==> config.mk <==
export PLATFORM = sky130hd
export DESIGN_NAME = pixel_frame_writer
export DESIGN_NICKNAME = d
export VERILOG_FILES = /design/src/rtl/pixel_frame_writer.sv
export SDC_FILE = /design/constraint.sdc
export NUM_CORES = 1
export LEC_CHECK = 0
export CORE_UTILIZATION = 46
export CTS_CLUSTER_SIZE = 30
export DETAILED_ROUTE_END_ITERATION = 8
export GPL_ROUTABILITY_DRIVEN = 0
export SLEW_MARGIN = 20
export SYNTH_ARGS = -nofsm -noshare
export SYNTH_HDL_FRONTEND = slang
export SYNTH_SLANG_ARGS = --single-unit
==> constraint.sdc <==
create_clock -name clk -period 7 [get_ports clk]
set_clock_uncertainty 0.15 [all_clocks]
set_input_delay 1.05 -clock clk [delete_from_list [all_inputs] [get_ports clk]]
set_output_delay 1.05 -clock clk [all_outputs]
set_load 0.01 [all_outputs]
==> src/rtl/pixel_frame_writer.sv <==
// Packs 8-bit filtered pixels into 32-bit words and writes them, through a small
// FIFO, to a word-addressed memory port; one address sequence per frame.
module pixel_frame_writer #(
  parameter int IMG_W      = 510,
  parameter int IMG_H      = 510,
  parameter int ADDR_W     = 16,
  parameter int BASE_ADDR  = 0,
  parameter int FIFO_DEPTH = 4
) (
  input  logic              clk,
  input  logic              rst,
  input  logic [7:0]        pixel_in,
  input  logic              pixel_in_valid,
  output logic              mem_wr_valid,
  input  logic              mem_wr_ready,
  output logic [ADDR_W-1:0] mem_wr_addr,
  output logic [31:0]       mem_wr_data,
  output logic [3:0]        mem_wr_strb,
  output logic              frame_done,
  output logic              overflow,
  output logic              busy
);

  localparam int CW = $clog2(IMG_W + 1);
  localparam int RW = $clog2(IMG_H + 1);
  localparam int PW = $clog2(FIFO_DEPTH);
  localparam logic [ADDR_W-1:0] BASE = ADDR_W'(BASE_ADDR);

  typedef enum logic [1:0] {IDLE, COLLECT, DRAIN} state_t;

  state_t            state_q, state_d;
  logic [CW-1:0]     col_q, col_d;
  logic [RW-1:0]     row_q, row_d;
  logic [1:0]        lane_q, lane_d;
  logic [23:0]       pack_q, pack_d;
  logic [ADDR_W-1:0] addr_q, addr_d;
  logic              frame_done_q, overflow_q;

  logic [31:0]       fifo_data [FIFO_DEPTH];
  logic [ADDR_W-1:0] fifo_addr [FIFO_DEPTH];
  logic [3:0]        fifo_strb [FIFO_DEPTH];
  logic              fifo_last [FIFO_DEPTH];
  logic [PW:0]       count_q, count_d;
  logic [PW-1:0]     wr_ptr_q, rd_ptr_q;

  logic        last_pix, push, pop, wr_en, drop, full, empty, last_done;
  logic [31:0] push_data;
  logic [3:0]  push_strb;

  assign last_pix  = pixel_in_valid && (row_q == RW'(IMG_H - 1)) && (col_q == CW'(IMG_W - 1));
  assign push      = pixel_in_valid && ((lane_q == 2'd3) || last_pix);
  assign full      = (count_q == (PW+1)'(FIFO_DEPTH));
  assign empty     = (count_q == '0);
  assign pop       = !empty && mem_wr_ready;
  assign wr_en     = push && (!full || pop);
  assign drop      = push && full && !pop;
  assign last_done = pop && fifo_last[rd_ptr_q];

  // Lanes above the current one are forced to zero so a partial word carries no stale bytes.
  always_comb begin
    push_data = '0;
    push_strb = 4'b0000;
    for (int k = 0; k < 3; k++) begin
      if (2'(k) < lane_q) push_data[8*k +: 8] = pack_q[8*k +: 8];
    end
    case (lane_q)
      2'd0: begin push_data[7:0]   = pixel_in; push_strb = 4'b0001; end
      2'd1: begin push_data[15:8]  = pixel_in; push_strb = 4'b0011; end
      2'd2: begin push_data[23:16] = pixel_in; push_strb = 4'b0111; end
      default: begin push_data[31:24] = pixel_in; push_strb = 4'b1111; end
    endcase
  end

  always_comb begin
    col_d  = col_q;
    row_d  = row_q;
    lane_d = lane_q;
    pack_d = pack_q;
    addr_d = addr_q;
    if (pixel_in_valid) begin
      if (col_q == CW'(IMG_W - 1)) begin
        col_d = '0;
        row_d = (row_q == RW'(IMG_H - 1)) ? '0 : row_q + 1'b1;
      end else begin
        col_d = col_q + 1'b1;
      end
      lane_d = push ? 2'd0 : lane_q + 2'd1;
      case (lane_q)
        2'd0:    pack_d[7:0]   = pixel_in;
        2'd1:    pack_d[15:8]  = pixel_in;
        2'd2:    pack_d[23:16] = pixel_in;
        default: pack_d        = pack_q;
      endcase
    end
    // Address advances even on a dropped word, and restarts after a frame's last word.
    if (push) addr_d = last_pix ? BASE : addr_q + 1'b1;
  end

  always_comb begin
    count_d = count_q;
    case ({wr_en, pop})
      2'b10:   count_d = count_q + 1'b1;
      2'b01:   count_d = count_q - 1'b1;
      default: count_d = count_q;
    endcase
  end

  // A frame whose last word is dropped never gets a handshake, so skip DRAIN for it.
  always_comb begin
    state_d = state_q;
    case (state_q)
      IDLE: begin
        if (pixel_in_valid) begin
          if (last_pix) state_d = wr_en ? DRAIN : IDLE;
          else          state_d = COLLECT;
        end
      end
      COLLECT: begin
        if (last_pix) state_d = wr_en ? DRAIN : IDLE;
      end
      DRAIN: begin
        if (last_done) state_d = pixel_in_valid ? COLLECT : IDLE;
      end
      default: state_d = IDLE;
    endcase
  end

  always_ff @(posedge clk) begin
    if (rst) begin
      state_q      <= IDLE;
      col_q        <= '0;
      row_q        <= '0;
      lane_q       <= 2'd0;
      pack_q       <= '0;
      addr_q       <= BASE;
      count_q      <= '0;
      wr_ptr_q     <= '0;
      rd_ptr_q     <= '0;
      frame_done_q <= 1'b0;
      overflow_q   <= 1'b0;
    end else begin
      state_q      <= state_d;
      col_q        <= col_d;
      row_q        <= row_d;
      lane_q       <= lane_d;
      pack_q       <= pack_d;
      addr_q       <= addr_d;
      count_q      <= count_d;
      if (wr_en) wr_ptr_q <= wr_ptr_q + 1'b1;
      if (pop)   rd_ptr_q <= rd_ptr_q + 1'b1;
      frame_done_q <= last_done;
      overflow_q   <= overflow_q | drop;
    end
  end

  always_ff @(posedge clk) begin
    if (wr_en) begin
      fifo_data[wr_ptr_q] <= push_data;
      fifo_addr[wr_ptr_q] <= addr_q;
      fifo_strb[wr_ptr_q] <= push_strb;
      fifo_last[wr_ptr_q] <= last_pix;
    end
  end

  assign mem_wr_valid = !empty;
  assign mem_wr_data  = empty ? 32'h0 : fifo_data[rd_ptr_q];
  assign mem_wr_addr  = empty ? BASE  : fifo_addr[rd_ptr_q];
  assign mem_wr_strb  = empty ? 4'h0  : fifo_strb[rd_ptr_q];
  assign frame_done   = frame_done_q;
  assign overflow     = overflow_q;
  assign busy         = (state_q != IDLE);

endmodule

Yosys cells after proc, flatten, opt, wreduce, memory -nomap -nowiden --
Memory sizes are Yosys's and may differ from the RTL's. A register that Yosys moved wholly into a read port is not among the register bits. Index checks and enable logic that the tools add are counted.
Storage, ports and cells: register bits after elaboration 71, bits in latches 0, bits in writable memories 212, bits in read-only memories 0, output and inout bits 56, logic and storage cells 99, memories kept 4
Memory list:
- fifo_data | words 4, bits a word 32, rd ports 1, clocked after Yosys merged registers in 1, write ports 1, RTL line 39 | logic [31:0] fifo_data [FIFO_DEPTH];
- fifo_addr | words 4, bits a word 16, rd ports 1, clocked after Yosys merged registers in 1, write ports 1, RTL line 40 | logic [ADDR_W-1:0] fifo_addr [FIFO_DEPTH];
- fifo_strb | words 4, bits a word 4, rd ports 1, clocked after Yosys merged registers in 1, write ports 1, RTL line 41 | logic [3:0] fifo_strb [FIFO_DEPTH];
- fifo_last | words 4, bits a word 1, rd ports 1, clocked after Yosys merged registers in 1, write ports 1, RTL line 42 | logic fifo_last [FIFO_DEPTH];
Operators by class: $add $sub $neg 8, $mul 0, div/mod/pow operators 0, order comparisons 3, equal/unequal tests 13, shift operators 0, mux-type cells 33, bitwise gates (word level) 1, reductions and logical operators 24
Operators by type and width (count):
- $mux 8 | 7
- $mux 16 | 2
- $mux 32 | 1
- $mux 2 | 14
- $add 9x1->9 const B | 2
- $eq 9x9->1 const B | 2
- $mux 9 | 2
- $add 16x1->16 const B | 1
- $pmux 4 s3 | 1
- $eq 2x2->1 const B | 4
- $logic_and 1x1->1 | 8
- $reduce_and 2->1 | 4
- $add 2x1->2 const B | 3
- $eq 2x1->1 const B | 3
- $ne 2x2->1 const B | 3
- $pmux 2 s3 | 1
- $pmux 3 s2 | 1
- $logic_not 2->1 | 2
- $lt 1x2->1 const A | 2
- $mux 4 | 1
- $reduce_bool 2->1 | 2
- $add 3x1->3 const B | 1
- $eq 3x3->1 const B | 1
- $logic_not 1->1 | 3
- 8 further kinds | 11

Longest topological paths before layout --
Gate-level depths: netlist (run 1).
depth in word-level cells 10, mapped depth 10, gate-level depth less buffers 10

Worst setup path after synthesis (run 1) --
No wires, ideal clock.
path type register to register, start point register col_q[0], end point memory fifo_addr[0][0] (enable), library setup time 0.415 ns, data arrival time 2.871 ns, slack 3.564 ns, cell stages (with the launch flop) 6, period minus slack after synthesis 3.436 ns, cell sequence dfxtp_1 ha_1 nand4_1 o41ai_4 nor3b_2 and2_1
Between the ends: cells in the longest elaborated chain, start to end 7
RTL lines:
- start, declared | RTL line 32 | logic [CW-1:0] col_q, col_d;
- start signal, assigned | RTL line 143 | col_q <= col_d;
- $eq 9x9->1 | RTL line 50 | assign last_pix = pixel_in_valid && (row_q == RW'(IMG_H - 1)) && (col_q == CW'(IMG_W - 1));
- $logic_and 1x1->1 | RTL line 50
- $logic_or 1x1->1 | RTL line 51 | assign push = pixel_in_valid && ((lane_q == 2'd3) || last_pix);
- $logic_and 1x1->1 | RTL line 51
- $logic_and 1x1->1 | RTL line 55 | assign wr_en = push && (!full || pop);
- $mux 1 | RTL line 157 | if (wr_en) begin
- $mux 1 (not written as such) | RTL line 159 | fifo_addr[wr_ptr_q] <= addr_q;
- end, declared | RTL line 40
No other way between the ends.

==> results of run 1 <==
-- through the flow --
stage	setup WS (ns)	power [mW]	std cells	hold slack, ns
after floorplan	3.564	2.273	779	0.2838
after global placement	2.545	2.699	1138	0.2912
after detailed placement	2.380	2.715	1138	0.2972
after CTS	2.570	4.282	1191	0.3076
after global routing	2.470	4.417	1191	0.3342
final	2.704	4.231	1191	0.3050
-- power breakdown --
part / leakage, nW / internal, mW / switching, mW
Sequential: 2.48 / 1.80 / 0.0223
Combinational: 1.47 / 0.441 / 0.403
Clock: 0.483 / 0.962 / 0.602
-- cell type report --
class | instances | share of cell area, %
sequential | 281 | 57.40
multi-input combinational | 441 | 26.30
clock buffer | 35 | 5.717
timing repair buffer | 76 | 5.494
tap | 324 | 3.017
clock inverter | 18 | 1.630
inverter | 16 | 0.4470
-- synth_stat cells (all sizes together), types with 15 or more instances --
| cell | number | area, sq um |
|---|---|---|
| and2 | 63 | 394.1 |
| o21ai | 19 | 95.09 |
| mux4 | 52 | 1171 |
| dfxtp | 73 | 1461 |
| ha | 15 | 187.7 |
| nor2 | 60 | 225.2 |
| nand2 | 69 | 261.5 |
| a21oi | 29 | 145.1 |
| nand3 | 32 | 160.2 |
| inv | 15 | 56.30 |
| clkbuf | 31 | 116.4 |
| xor2 | 16 | 140.1 |
| edfxtp | 208 | 6246 |
-- final timing paths --
| kind | end | start | slack, ns | cells past startpoint |
|---|---|---|---|---|
| min | pack_q[19]$_SDFFE_PP0P_ | pack_q[19]$_SDFFE_PP0P_ | 0.30 | 2 |
| max reg2reg | fifo_data[3][31]$_DFFE_PP_ | col_q[0]$_SDFFE_PP0P_ | 3.20 | 6 |
| min reg2reg | pack_q[19]$_SDFFE_PP0P_ | pack_q[19]$_SDFFE_PP0P_ | 0.30 | 2 |
| max | mem_wr_data[31] | flip-flop | 2.70 | 4 |
-- critical path: cells and delay by family, from the launching register on --
family,cells,cell delay (ns)
mux,1,0.64
simple gates,1,0.19
buf+inv,2,1.16
flops,1,0.56
-- per-layer routing --
layer,GRT usage (%),vias up
met1,24.57,3204
met2,32.39,130
li1,-,3003
met3,2.468,25
met4,3.853,0
met5,0,-
-- sequential cells by signal, indices dropped and copies added (netlist names), 3 cells and up, named ones only --
name / count
addr_q: 16
col_q: 9
count_q: 3
fifo_addr: 64
fifo_data: 128
fifo_last: 4
fifo_strb: 12
pack_q: 24
row_q: 9
-- cell families after synthesis --
kind of cell               after synthesis  share of synthesized area (%)
AOI/OAI and AO/OA                       54                          2.710
xor gates and xnor gates                30                          2.294
adders and majority gates               16                          1.814
buffers and inverters                   57                          1.967
DFF                                    281                          67.30
muxes                                   73                          12.18
and+or+nand+nor                        268                          11.73
==> flow_summary.ini, run 1 <==
[power]
pwr_density_cell_nw_per_um2 = 314.9
peakVddDrop_uv = 289.3
p_leak_nw = 4.440

[final_layout]
nNetsFinal = 873
area_delta_synth_final_pct = 17.33
final_common_cell = edfxtp_1
final-seq-area_sq_um = 7712
multiInputGateArea_sq_um = 3533
fillCellCount = 1984
antenna_cells = 0
final_util_pct = 55.09
design_area_sq_um = 13440
layout-drive-gt1-share_pct = 15.11
layout_common_cells = edfxtp_1, dfxtp_1, nand2_1

[yosys]
synth_cell_types = 44
ys_warn_count = 0
yosysSeqAreaShare_pct = 67.30
synth_edf_count = 208
synth_flop_cell = edfxtp_1
syn_inst = 779
syn_nets = 807
ys_ff_latch = 281
synthArstFlopShare_pct = 0
mappedNetlistArea_sq_um = 11450
avgSynthCellArea_sq_um = 14.70

[timing]
slew_headroom_pct = 30.45
rsz0062_at_grt = no
fin_crit_sh_pct = 61.38
setup_tns_ns = 0
fin_crit_ns = 4.296
clock.fmax_mhz = 232.7
setup_viol = 0
slew_viol_final = 0
hold_viol_final = 0
worstMarginPinSlew_ns = 1.040

[detailed_routing]
via_count = 6362
drc = 0
viasPerCell = 5.342
highest-signal-layer = met4
wl_met3_um = 921
wl_met2_um = 11560
wl_met1_um = 9935
drtIter0Drc = 475
wirelength_um = 22720
ant_nets = 0
avgRoutedWirePerCell_um = 19.08
drt_pass1_iterations = 5

[die]
core-area_sq_um = 24390
die_w_um = 159.8
start_util_pct = 46.95
die_area_sq_um = 25530
placementRows = 57
die_h_um = 159.8
ios = 68

[grt]
grt_pass1_vias = 6679
overflow = 0
antenna_found_initial = 0
grt_max_degree = 54
grt_use_total_pct = 18.44
grt_pass1_wl_um = 36700

[worst_hold_path]
hp-class = reg -> reg

[cts]
htree_levels = 1
clk_pin_slew_worst_paths_ns = 0.06
cts_sinks = 281
worstSkewPairLatency_ns = 0.53
clk_path_buf_depth = 3
cts_tree = done
postCtsSetupBuffers = 0
cts.repair.resized = 0
cts_hold_buf = 0
cts_buffers = 29
cts_root_buffer = clkbuf_16

[critical_path]
crit_path_end_kind = output port
critPathLaunchType = flip-flop
critPathKind = reg -> out
arrival_ns = 3.10
crit_required_ns = 5.80
cp_max_fo = 37
critPathSlowestCell = buf_4
slowest_delay_ns = 0.69
worstPathCellList = buf_4 > mux4_2 > and2_1 > clkdlybuf4s50_1

[placed_design]
dpl_cell_area_sq_um = 12440
portBuffers = 67
hpwlAfterDp_um = 13610

[job]
drv_cap = 0

[run_status]
status = completed
No activity file was read; power rests on OpenSTA's default activity.
==> run 2: changes to the inputs <==
--- a/config.mk
+++ b/config.mk
@@ -9,6 +9,7 @@
 export CTS_CLUSTER_SIZE = 30
 export DETAILED_ROUTE_END_ITERATION = 8
 export GPL_ROUTABILITY_DRIVEN = 0
+export PLACE_DENSITY = 0.67
 export SLEW_MARGIN = 20
 export SYNTH_ARGS = -nofsm -noshare
 export SYNTH_HDL_FRONTEND = slang
==> constraint.sdc (replaced) <==
create_clock -name clk -period 3.57 [get_ports clk]
set_clock_uncertainty 0.15 [all_clocks]
set_input_delay 0.5355 -clock clk [delete_from_list [all_inputs] [get_ports clk]]
set_output_delay 0.5355 -clock clk [all_outputs]
set_load 0.01 [all_outputs]
==> flow_summary.ini, run 2 (same netlist as run 1, synthesis figures left out) <==
[detailed_routing]
drc = 0
viasPerCell = 5.261
drt_pass1_iterations = 4
avgRoutedWirePerCell_um = 17.71
drtIter0Drc = 430
via_count = 6292
wirelength_um = 21180
ant_nets = 0

[final_layout]
fillCellCount = 1960
layout-drive-gt1-share_pct = 15.83
antenna_cells = 0
layout_common_cells = edfxtp_1, dfxtp_1, nand2_1
largest_register_ff_count = 128
area_delta_synth_final_pct = 18.89
nNetsFinal = 878
top_register = fifo_data
final_common_cell = edfxtp_1
reg_top3 = fifo_data x128, fifo_addr x64, pack_q x24

[placed_design]
hpwlAfterDp_um = 12640
portBuffers = 67
dp_slack_ns = 0.3022

[job]
drv_cap = 0

[cts]
cts_hold_buf = 0
cts_root_buffer = clkbuf_16
clk_path_buf_depth = 3
postCtsSetupBuffers = 0
htree_levels = 1
cts.repair.resized = 0
cts_tree = done
worstSkewPairLatency_ns = 0.53
clk_pin_slew_worst_paths_ns = 0.06
cts_sinks = 281
cts_buffers = 28

[critical_path]
reg2regPathDepth = 6
critPathKind = reg -> reg
crit_path_end_kind = flip-flop
r2r_slack_ns = 0.29
crit_required_ns = 3.61
cp_max_fo = 52
timing.rr.end = fifo_addr[2][14]$_DFFE_PP_
worstReg2RegStart = col_q[0]$_SDFFE_PP0P_
critPathLaunchType = flip-flop
arrival_ns = 3.32

[timing]
slew_headroom_pct = 31.65
fin_crit_ns = 3.280
setup_ws_ns = 0.2904
setup_viol = 0
slew_viol_final = 0
fin_crit_sh_pct = 91.87
setup_tns_ns = 0
hold_viol_final = 0
worstMarginPinSlew_ns = 1.022
rsz0062_at_grt = no
clock.fmax_mhz = 304.9

[power]
peakVddDrop_uv = 386.5
pwr_density_cell_nw_per_um2 = 616.4
p_leak_nw = 4.503

[grt]
grt_pass1_wl_um = 34190
antenna_found_initial = 0
grt_pass1_vias = 6228
overflow = 0
grt_max_degree = 53
grt_use_total_pct = 17.03

[die]
placementRows = 57
start_util_pct = 46.95
core-area_sq_um = 24390
die_h_um = 159.8
die_w_um = 159.8
ios = 68
die_area_sq_um = 25530

[run_status]
status = completed

[worst_hold_path]
holdPathEnd = pack_q[23]$_SDFFE_PP0P_
holdPathStages = 2
min_from = pack_q[23]$_SDFFE_PP0P_
hp-class = reg -> reg
[run 2: cell count changes in the layout (fill, tap and decap cells not counted), moves of 2 or more]
cell,change
clkinv_1,-4
buf_12,+8
clkinv_2,-2
and2_4,-2
clkinvlp_4,+2
and2_2,+2
clkbuf_8,+2
buf_4,-2
[run 2: metal layers]
metal	global-route usage [%]	up-vias	wire, um
li1	-	3016	-
met1	23.81	3128	9736
met2	28.32	123	10390
met3	2.468	25	800
met4	3.983	0	253
met5	0	-	0
[run 2: final cells by class]
type | instances | area, sq um | share of cell area, %
sequential | 281 | 7712 | 56.64
multi-input combinational | 441 | 3525 | 25.89
timing repair buffer | 82 | 883.3 | 6.488
clock buffer | 38 | 799.5 | 5.872
tap | 324 | 405.4 | 2.977
clock inverter | 14 | 230.2 | 1.691
inverter | 16 | 60.06 | 0.4411
[run 2: how the worst max path moves through the flow]
stage,start,end,slack [ns],cells after the start
6_report,col_q[0]$_SDFFE_PP0P_,fifo_addr[2][14]$_DFFE_PP_,0.29,6
3_5_place_dp,col_q[0]$_SDFFE_PP0P_,fifo_addr[2][9]$_DFFE_PP_,0.30,6
5_1_grt,col_q[0]$_SDFFE_PP0P_,fifo_addr[2][6]$_DFFE_PP_,0.06,6
3_3_place_gp,col_q[0]$_SDFFE_PP0P_,fifo_addr[3][14]$_DFFE_PP_,0.35,6
2_1_floorplan,col_q[0]$_SDFFE_PP0P_,fifo_addr[1][0]$_DFFE_PP_,0.13,5
4_1_cts,count_q[2]$_SDFFE_PP0P_,mem_wr_addr[15],0.25,4
[run 2: per-stage QoR]
step                util (%)  hold slack (ns)  cell area [sq um]  instances  power [mW]
floorplan                  -           0.2838              11450        779       4.457
global placement       51.60           0.2893              12590       1144       5.310
detailed placement     51.60           0.2970              12590       1144       5.327
CTS                    55.82           0.3053              13620       1196       8.496
global route           55.82           0.3155              13620       1196       8.743
finish                 55.82           0.3066              13620       1196       8.393
[run 2: worst max-delay path, stage by stage, from the launching register on]
cell and delay, ns:
dfxtp_1 0.42, ha_1 0.18, nand4_1 0.24, o41ai_4 0.88, nor3b_2 0.48, and2_2 0.23
buf_12 0.31
[run 2: where the power goes]
part | total (mW) | internal (mW) | switching, mW
clock | 3.17 | 2.00 | 1.17
combinational | 1.65 | 0.909 | 0.739
sequential | 3.57 | 3.53 | 0.0424
total | 8.39 | 6.44 | 1.95
==> run 3: changes to the inputs <==
--- a/config.mk
+++ b/config.mk
@@ -14,3 +14,4 @@
 export SYNTH_ARGS = -nofsm -noshare
 export SYNTH_HDL_FRONTEND = slang
 export SYNTH_SLANG_ARGS = --single-unit
+export TNS_END_PERCENT = 10
==> results of run 3 <==
The final DEF is identical to that of run 2; final timing and power are the same.
